--- src/rtl/bram_accumulator.sv ---
// Coherent averager: sums N periods of a signed sample stream into a dual-port BRAM.
// The first period writes raw samples; later periods read-modify-write with a fixed 2-cycle latency.
module bram_accumulator #(
    parameter int BRAM_WIDTH = 13,
    parameter int DATA_WIDTH = 14,
    parameter int SUM_WIDTH  = 32,
    parameter int NAVG_WIDTH = 16
) (
    input  logic                         clk,
    input  logic                         aresetn,
    input  logic                         restart,
    input  logic [NAVG_WIDTH-1:0]        n_avg,
    input  logic                         wen_in,
    input  logic [BRAM_WIDTH-1:0]        addr_in,
    input  logic signed [DATA_WIDTH-1:0] din,
    output logic [BRAM_WIDTH-1:0]        bram_raddr,
    input  logic [SUM_WIDTH-1:0]         bram_rdata,
    output logic [BRAM_WIDTH-1:0]        bram_waddr,
    output logic [SUM_WIDTH-1:0]         bram_wdata,
    output logic                         bram_we,
    output logic [NAVG_WIDTH-1:0]        n_cycles,
    output logic                         busy,
    output logic                         done
);

    typedef enum logic [1:0] {S_IDLE, S_ARMED, S_ACCUM, S_DONE} state_t;

    state_t                         r_state;
    logic                           r_wen_d;
    logic                           r_first;
    logic [NAVG_WIDTH-1:0]          r_n_lat;
    logic [NAVG_WIDTH-1:0]          r_n_cycles;
    logic                           r_busy;
    logic                           r_done;

    logic [2:1]                     r_vld_pipe;
    logic [BRAM_WIDTH-1:0]          r_p1_addr;
    logic signed [DATA_WIDTH-1:0]   r_p1_din;
    logic                           r_p1_first;
    logic [BRAM_WIDTH-1:0]          r_p2_addr;
    logic [SUM_WIDTH-1:0]           r_p2_data;

    logic                           w_rise;
    logic                           w_fall;
    logic                           w_accept;
    logic                           w_last;
    logic [NAVG_WIDTH-1:0]          w_n_eff;
    logic [SUM_WIDTH-1:0]           w_p1_ext;

    assign w_rise   = wen_in & ~r_wen_d;
    assign w_fall   = ~wen_in & r_wen_d;
    // A run already high when we arm is ignored until its next rising edge.
    assign w_accept = wen_in & ((r_state == S_ACCUM) | ((r_state == S_ARMED) & w_rise));
    assign w_last   = (r_n_cycles + NAVG_WIDTH'(1)) == r_n_lat;
    assign w_n_eff  = (n_avg == '0) ? NAVG_WIDTH'(1) : n_avg;
    assign w_p1_ext = SUM_WIDTH'(r_p1_din);

    always_ff @(posedge clk or negedge aresetn) begin
        if (!aresetn) begin
            r_state    <= S_IDLE;
            r_wen_d    <= 1'b0;
            r_first    <= 1'b1;
            r_n_lat    <= NAVG_WIDTH'(1);
            r_n_cycles <= '0;
            r_busy     <= 1'b0;
            r_done     <= 1'b0;
        end else begin
            r_wen_d <= wen_in;
            if (restart) begin
                r_state    <= S_ARMED;
                r_n_cycles <= '0;
                r_first    <= 1'b1;
                r_n_lat    <= w_n_eff;
                r_busy     <= 1'b1;
                r_done     <= 1'b0;
            end else begin
                case (r_state)
                    S_ARMED: if (w_rise) r_state <= S_ACCUM;
                    S_ACCUM: begin
                        if (w_fall) begin
                            r_n_cycles <= r_n_cycles + NAVG_WIDTH'(1);
                            r_first    <= 1'b0;
                            if (w_last) begin
                                r_state <= S_DONE;
                                r_busy  <= 1'b0;
                                r_done  <= 1'b1;
                            end
                        end
                    end
                    default: ;
                endcase
            end
        end
    end

    // In-flight entries drain regardless of restart/DONE; only reset cancels them.
    always_ff @(posedge clk or negedge aresetn) begin
        if (!aresetn) begin
            r_vld_pipe <= '0;
            r_p1_addr  <= '0;
            r_p1_din   <= '0;
            r_p1_first <= 1'b0;
            r_p2_addr  <= '0;
            r_p2_data  <= '0;
        end else begin
            r_vld_pipe <= {r_vld_pipe[1], w_accept};
            r_p1_addr  <= addr_in;
            r_p1_din   <= din;
            r_p1_first <= r_first;
            r_p2_addr  <= r_p1_addr;
            r_p2_data  <= r_p1_first ? w_p1_ext : (bram_rdata + w_p1_ext);
        end
    end

    assign bram_raddr = addr_in;
    assign bram_we    = r_vld_pipe[2];
    assign bram_waddr = r_p2_addr;
    assign bram_wdata = r_p2_data;
    assign n_cycles   = r_n_cycles;
    assign busy       = r_busy;
    assign done       = r_done;

endmodule

--- config.mk ---
export PLATFORM = sky130hd
export DESIGN_NAME = bram_accumulator
export DESIGN_NICKNAME = d
export VERILOG_FILES = /design/src/rtl/bram_accumulator.sv
export SDC_FILE = /design/constraint.sdc
export NUM_CORES = 1
export LEC_CHECK = 0
export CAP_MARGIN = 25
export CORE_MARGIN = 10
export CORE_UTILIZATION = 45
export CTS_CLUSTER_SIZE = 40
export DETAILED_ROUTE_END_ITERATION = 8
export PLACE_DENSITY = 0.82
export SYNTH_ARGS = -nofsm -noshare
export SYNTH_HDL_FRONTEND = slang
export SYNTH_SLANG_ARGS = --single-unit
--- constraint.sdc ---
create_clock -name clk -period 7.3 [get_ports clk]
set_clock_uncertainty 0.1 [all_clocks]
set_input_delay 1.095 -clock clk [delete_from_list [all_inputs] [get_ports clk]]
set_output_delay 1.095 -clock clk [all_outputs]
set_load 0.1 [all_outputs]
==> impl_metrics.csv, run 1 <==
group,metric,value,unit
critical_path,start_kind,"input pin",
critical_path,cp_slowest_stage_delay,1.15,ns
sta,clock.fmax,0.255,GHz
clock_network,clock-sinks,113,
floorplan,dieArea,0.0180,mm^2
synthesis,synth_top_area_share,47.3,%
placement,hpwl,11900,um
floorplan,io_pins,156,
clock_network,h-tree-depth,4,
synthesis,ys_seq_area_share,48.2,%
floorplan,core_area,0.0127,mm^2
synthesis,synth_cells,560,
cells_and_area,final_nets,815,
clock_network,cts-root-buf,"clkbuf_16",
critical_path,cp_max_fo,2,
clock_network,postCtsSetupBuffers,0,
routing,dr.pass1.iters,5,
floorplan,die_w,134,um
critical_path,cpMostUsedCell,"clkdlybuf4s50_1",
placement,gp_congestion,0.879,
sta,fin_crit_sh,53.8,%
routing,vias,4793,
hold_path,min_path_cells,0,
synthesis,synth_nets,672,
clock_network,cts_tree,"built",
pwr,max-vdd-ir-drop,0.140,mV
run,maxCapViolCount,0,
global_route,antenna_found_initial,0,
routing,ant_nets,0,
synthesis,synth.cell_area,0.00587,mm^2
global_route,grt_pass1_vias,5000,
clock_network,clkLatencyLatePin,0.41,ns
sta,worst_slew_pin_slew,1.05,ns
synthesis,ys_warn_count,0,
synthesis,ys_types,54,
cells_and_area,drive_gt1_share,7.96,%
synthesis,synth_commonest_cells,"dfrtp_1, o21ai_0, nand2_1, xnor2_1, a21oi_1",
critical_path,crit_type,"input pin to output port",
synthesis,synth_seq_cells,113,
synthesis,synth_most_common_cell,"dfrtp_1",
routing,routed_wl,15700,um
sta,fin_tns_setup,0,ns
sta,maxSlewViolCount,0,
synthesis,ys_async_sr_fraction,100,%
critical_path,crit_arrival,2.73,ns
routing,drtIter0Drc,342,
cells_and_area,fin_util,63.8,%
routing,drc,0,
clock_network,clock_path_buffers,2,
clock_network,cts.clk_slew.worst_paths,0.05,ns
global_route,grt_usage,17.7,%
clock_network,cts-buffers-inserted,17,
cells_and_area,fillers,1004,
critical_path,cp_slowest_cell,"clkdlybuf4s50_1",
placement,io_buffers,155,
floorplan,initial_core_util,46.1,%
sta,rsz0062_at_grt,"no",
pwr,powerDensity,248,mW/mm^2
status,status,"completed",
synthesis,synth.area.top_cells,"dfrtp_1, ha_1, xnor2_1",
global_route,grt_pass1_wl,25800,um
routing,wl_per_cell,17.7,um
cells_and_area,antenna_cells,0,
sta,fin_crit,3.93,ns
sta,setup_violations,0,
critical_path,cp.required,6.11,ns
floorplan,num_rows,41,
synthesis,syn-mean-instance-area,10.5,um^2
global_route,grt-ovfl-total,0,
sta,hold_violations,0,
synthesis,synth_ff_type,"dfrtp_1",
critical_path,cp_cell_sequence,"clkdlybuf4s50_1, clkdlybuf4s50_1",
clock_network,cts_hold_buf,0,
critical_path,rr_worst_depth,9,
clock_network,cts.repair.resized,0,
synthesis,synth_edf_count,0,
synthesis,synth_area_leader_cell,"dfrtp_1",
critical_path,cp.depth,2,
critical_path,cp-end-kind,"output port",
global_route,grt_max_degree,60,
critical_path,crit_family,"buffers and inverters",
floorplan,die_h,134,um
sta,slew_headroom,29.5,%
hold_path,hold_path.class,"register to register",
cells_and_area,synthToLayoutAreaGrowth,38.4,%
critical_path,worst-path-buf-inv,2,
routing,vias_per_cell,5.40,
pwr,p_leak,3.41,nW
## layout make-up
class                   instances  area (um^2)  area share [%]
flip-flops and latches        113         2830            34.9
multi-input cells             401         2810            34.5
repair buffers                158         1570            19.4
clock buffers                  21          470            5.79
well taps                     172          215            2.65
clock inverters                11          183            2.25
inverters                      12         45.0           0.555
## per-layer routing
layer / routed length [um] / GRT usage, % / vias to the layer above
li1: - / - / 2283
met4: 272 / 5.68 / 0
met3: 1140 / 6.20 / 29
met1: 6420 / 20.4 / 2296
met5: 0 / 0 / -
met2: 7890 / 30.2 / 185
## stage by stage
step	hold WS, ns	setup slack (ns)	area [um^2]	total power, mW	instances
2_1_floorplan	0.231	4.09	5870	0.981	560
6_report	0.245	3.37	8120	2.01	888
3_3_place_gp	0.231	3.38	7470	1.10	856
4_1_cts	0.246	3.36	8120	2.03	888
3_5_place_dp	0.235	3.30	7470	1.11	856
5_1_grt	0.256	3.33	8120	2.09	888
## state kept, by name, indices dropped and copies added (netlist names), 2 cells and up
name / flops
bram_wdata: 32
n_cycles: 16
r_n_lat: 16
r_p1_din: 14
bram_waddr: 13
r_p1_addr: 13
r_state: 2
r_vld_pipe: 2
## cell families (layout without fill, tap and decap cells)
kind of cell	count (synthesis)	count (layout)	share of synthesized area (%)
muxes	18	18	3.41
buffers and inverters	46	202	3.99
AOI/OAI and AO/OA	146	146	15.7
xor gates and xnor gates	64	64	9.55
and+or+nand+nor	140	140	12.0
adders and majority gates	33	33	7.16
DFF	113	113	48.2
## cell usage in the layout, fill, tap and decap left out, types with 6 or more instances in the layout
cell type,count
ha_1,32
mux2_2,16
nor3_1,9
inv_1,12
a211oi_1,7
clkbuf_16,17
nand4_1,14
a21o_1,12
o21a_1,7
xor2_1,28
clkdlybuf4s50_1,154
a31oi_1,9
nand3_1,11
nand2_1,36
xnor2_1,36
nand2b_1,6
dfrtp_1,111
a21oi_1,35
nor2_1,34
o21ai_0,41
## report_power, final
group | internal (mW) | switching [mW]
Combinational | 0.150 | 0.274
Sequential | 0.661 | 0.0187
Clock | 0.629 | 0.279
## path summary, 6_finish.rpt
check                              from              to  slack, ns
setup / recovery             addr_in[6]   bram_raddr[6]       3.37
hold / removal             r_p1_addr[1]   bram_waddr[1]       0.24
setup reg to reg           r_p1_din[13]  bram_wdata[30]       4.19
hold reg to reg            r_p1_addr[1]   bram_waddr[1]       0.24
max in group asynchronous       aresetn   bram_wdata[3]       5.28
min in group asynchronous       aresetn   r_vld_pipe[1]       0.64
Note: power is estimated with default switching activity, not from simulation.
==> run 2: changes to the inputs <==
Settings changed: CORE_UTILIZATION 45 to 44, PLACE_DENSITY 0.82 to 0.83.
Clock period 7.3 ns to 3.39 ns, I/O delays scaled along.
==> run 2 against run 1 <==
Effect of this change:
- worst hold slack worse by 0.18 ns
- first-iteration DRC count decreased by 29%
- die area is 1.9% higher
- core utilization decreased by 3.2 points
- via count increased by 2.3%
- clock power rose by 78%
- sequential power grew 120%
- critical path type is now input pin to register
==> impl_metrics.csv, run 2 (same netlist as run 1, synthesis figures left out) <==
group,metric,value,unit
cells_and_area,layout.cells.non_filler,892,
sta,setup_violations,0,
pwr,switching_share,30.5,%
clock_network,cts_tree,"built",
hold_path,hold_path.class,"input pin to asynchronous set/reset pin",
floorplan,io_pins,156,
clock_network,clock-sinks,113,
placement,dpl_cell_area,0.00740,mm^2
global_route,grt_usage,17.8,%
placement,gp_congestion,0.890,
floorplan,initial_core_util,44.7,%
global_route,grt_max_degree,59,
cells_and_area,final_area,0.00796,mm^2
critical_path,crit_type,"input pin to register",
critical_path,crit_family,"compound AO/OA/AOI/OAI gates",
critical_path,cp.required,3.55,ns
cells_and_area,antenna_cells,0,
critical_path,rr_worst_depth,9,
floorplan,die_h,135,um
critical_path,cp_cell_sequence,"clkdlybuf4s50_1, ha_1, inv_1, fa_1, nand2b_1, a21oi_1, o2111a_1, o211ai_1, and2_1, o21ai_0, xnor2_1, o21ai_0",
critical_path,crit_start,"bram_rdata[0]",
pwr,p_clk_share,40.4,%
critical_path,crit_arrival,3.15,ns
run,maxCapViolCount,0,
global_route,grt_pass1_vias,5134,
clock_network,cts_hold_buf,0,
sta,slew_headroom,32.8,%
critical_path,cp_slowest_stage_delay,0.46,ns
routing,wl_per_cell,18.3,um
placement,pre_cts_slack,-0.00539,ns
pwr,combPwrFrac,23.1,%
cells_and_area,largest_reg_flops,32,
sta,fin_crit_sh,88.1,%
routing,ant_nets,0,
sta,hold_violations,0,
routing,drc,0,
critical_path,cpMostUsedCell,"o21ai_0",
placement,placedCellCount,863,
floorplan,die_w,135,um
pwr,powerDensity,503,mW/mm^2
pwr,finalPower,4.01,mW
sta,worst_slew_pin_slew,1.01,ns
cells_and_area,fin_util,60.6,%
sta,holdWs,0.0664,ns
sta,clock.fmax,0.335,GHz
clock_network,h-tree-depth,4,
critical_path,cp_max_fo,4,
sta,rsz0062_at_grt,"no",
cells_and_area,final_nets,819,
cells_and_area,drive_gt1_share,14.0,%
critical_path,worst-path-buf-inv,2,
clock_network,clock_path_buffers,2,
clock_network,cts.clk_slew.worst_paths,0.05,ns
critical_path,cp_slowest_cell,"clkdlybuf4s50_1",
placement,hpwl,12200,um
pwr,pwr-share-seq,36.5,%
global_route,grt-ovfl-total,0,
routing,dr.pass1.iters,5,
pwr,max-vdd-ir-drop,0.362,mV
placement,io_buffers,155,
floorplan,core_area,0.0131,mm^2
floorplan,dieArea,0.0184,mm^2
pwr,cell_internal_pwr,2.79,mW
critical_path,r2r_end,"bram_wdata[30]",
cells_and_area,multi_input_area,0.00281,mm^2
sta,finalWorstSetupSlack,0.403,ns
cells_and_area,fillers,1087,
routing,drtIter0Drc,244,
clock_network,clkLatencyLatePin,0.41,ns
routing,vias_per_cell,5.50,
critical_path,cp-end-kind,"register",
floorplan,num_rows,42,
clock_network,cts-root-buf,"clkbuf_16",
global_route,grt_pass1_wl,25900,um
sta,fin_crit,2.99,ns
sta,fin_tns_setup,0,ns
clock_network,cts.repair.resized,0,
critical_path,start_kind,"input pin",
sta,maxSlewViolCount,0,
clock_network,cts-buffers-inserted,17,
critical_path,r2r-start,"r_p1_din[13]",
cells_and_area,synthToLayoutAreaGrowth,35.6,%
routing,routed_wl,16300,um
routing,vias,4903,
pwr,p_sw,1.22,mW
global_route,antenna_found_initial,1,
clock_network,postCtsSetupBuffers,0,
cells_and_area,mostFrequentLayoutCells,"dfrtp_1, clkdlybuf4s50_1, buf_4",
pwr,p_leak,3.44,nW
cells_and_area,regArea,0.00283,mm^2
critical_path,rrSetupSlack,0.56,ns
status,status,"completed",
critical_path,cp.depth,12,
==> run 2: area by class of cell <==
| cell class | count | area share [%] |
|---|---|---|
| Multi-Input combinational cell | 401 | 35.2 |
| Inverter | 12 | 0.566 |
| Clock inverter | 7 | 0.786 |
| Sequential cell | 113 | 35.6 |
| Clock buffer | 21 | 5.91 |
| Timing Repair Buffer | 162 | 19.2 |
| Tap cell | 176 | 2.77 |
==> run 2: how the worst max path moves through the flow <==
stage / end
after floorplan: r_state[0]
after global placement: bram_wdata[20]
after detailed placement: bram_wdata[20]
after CTS: bram_wdata[20]
after global routing: bram_wdata[20]
final: bram_wdata[20]
==> run 2: power by group through the flow <==
| stage | logic [mW] | registers (mW) | clock network (mW) |
|---|---|---|---|
| finish | 0.924 | 1.46 | 1.62 |
| floorplan | 0.399 | 1.71 | 0 |
| global placement | 0.897 | 1.48 | 0 |
| detailed placement | 0.913 | 1.48 | 0 |
| global route | 0.986 | 1.47 | 1.71 |
| CTS | 0.921 | 1.46 | 1.65 |
==> run 2: metal layers <==
| metal | vias to the layer above | GRT usage, % | wire length, um |
|---|---|---|---|
| met1 | 2358 | 20.0 | 6330 |
| met3 | 30 | 7.20 | 1630 |
| met2 | 227 | 29.9 | 8030 |
| li1 | 2286 | - | - |
| met4 | 2 | 6.40 | 321 |
| met5 | - | 0 | 13 |
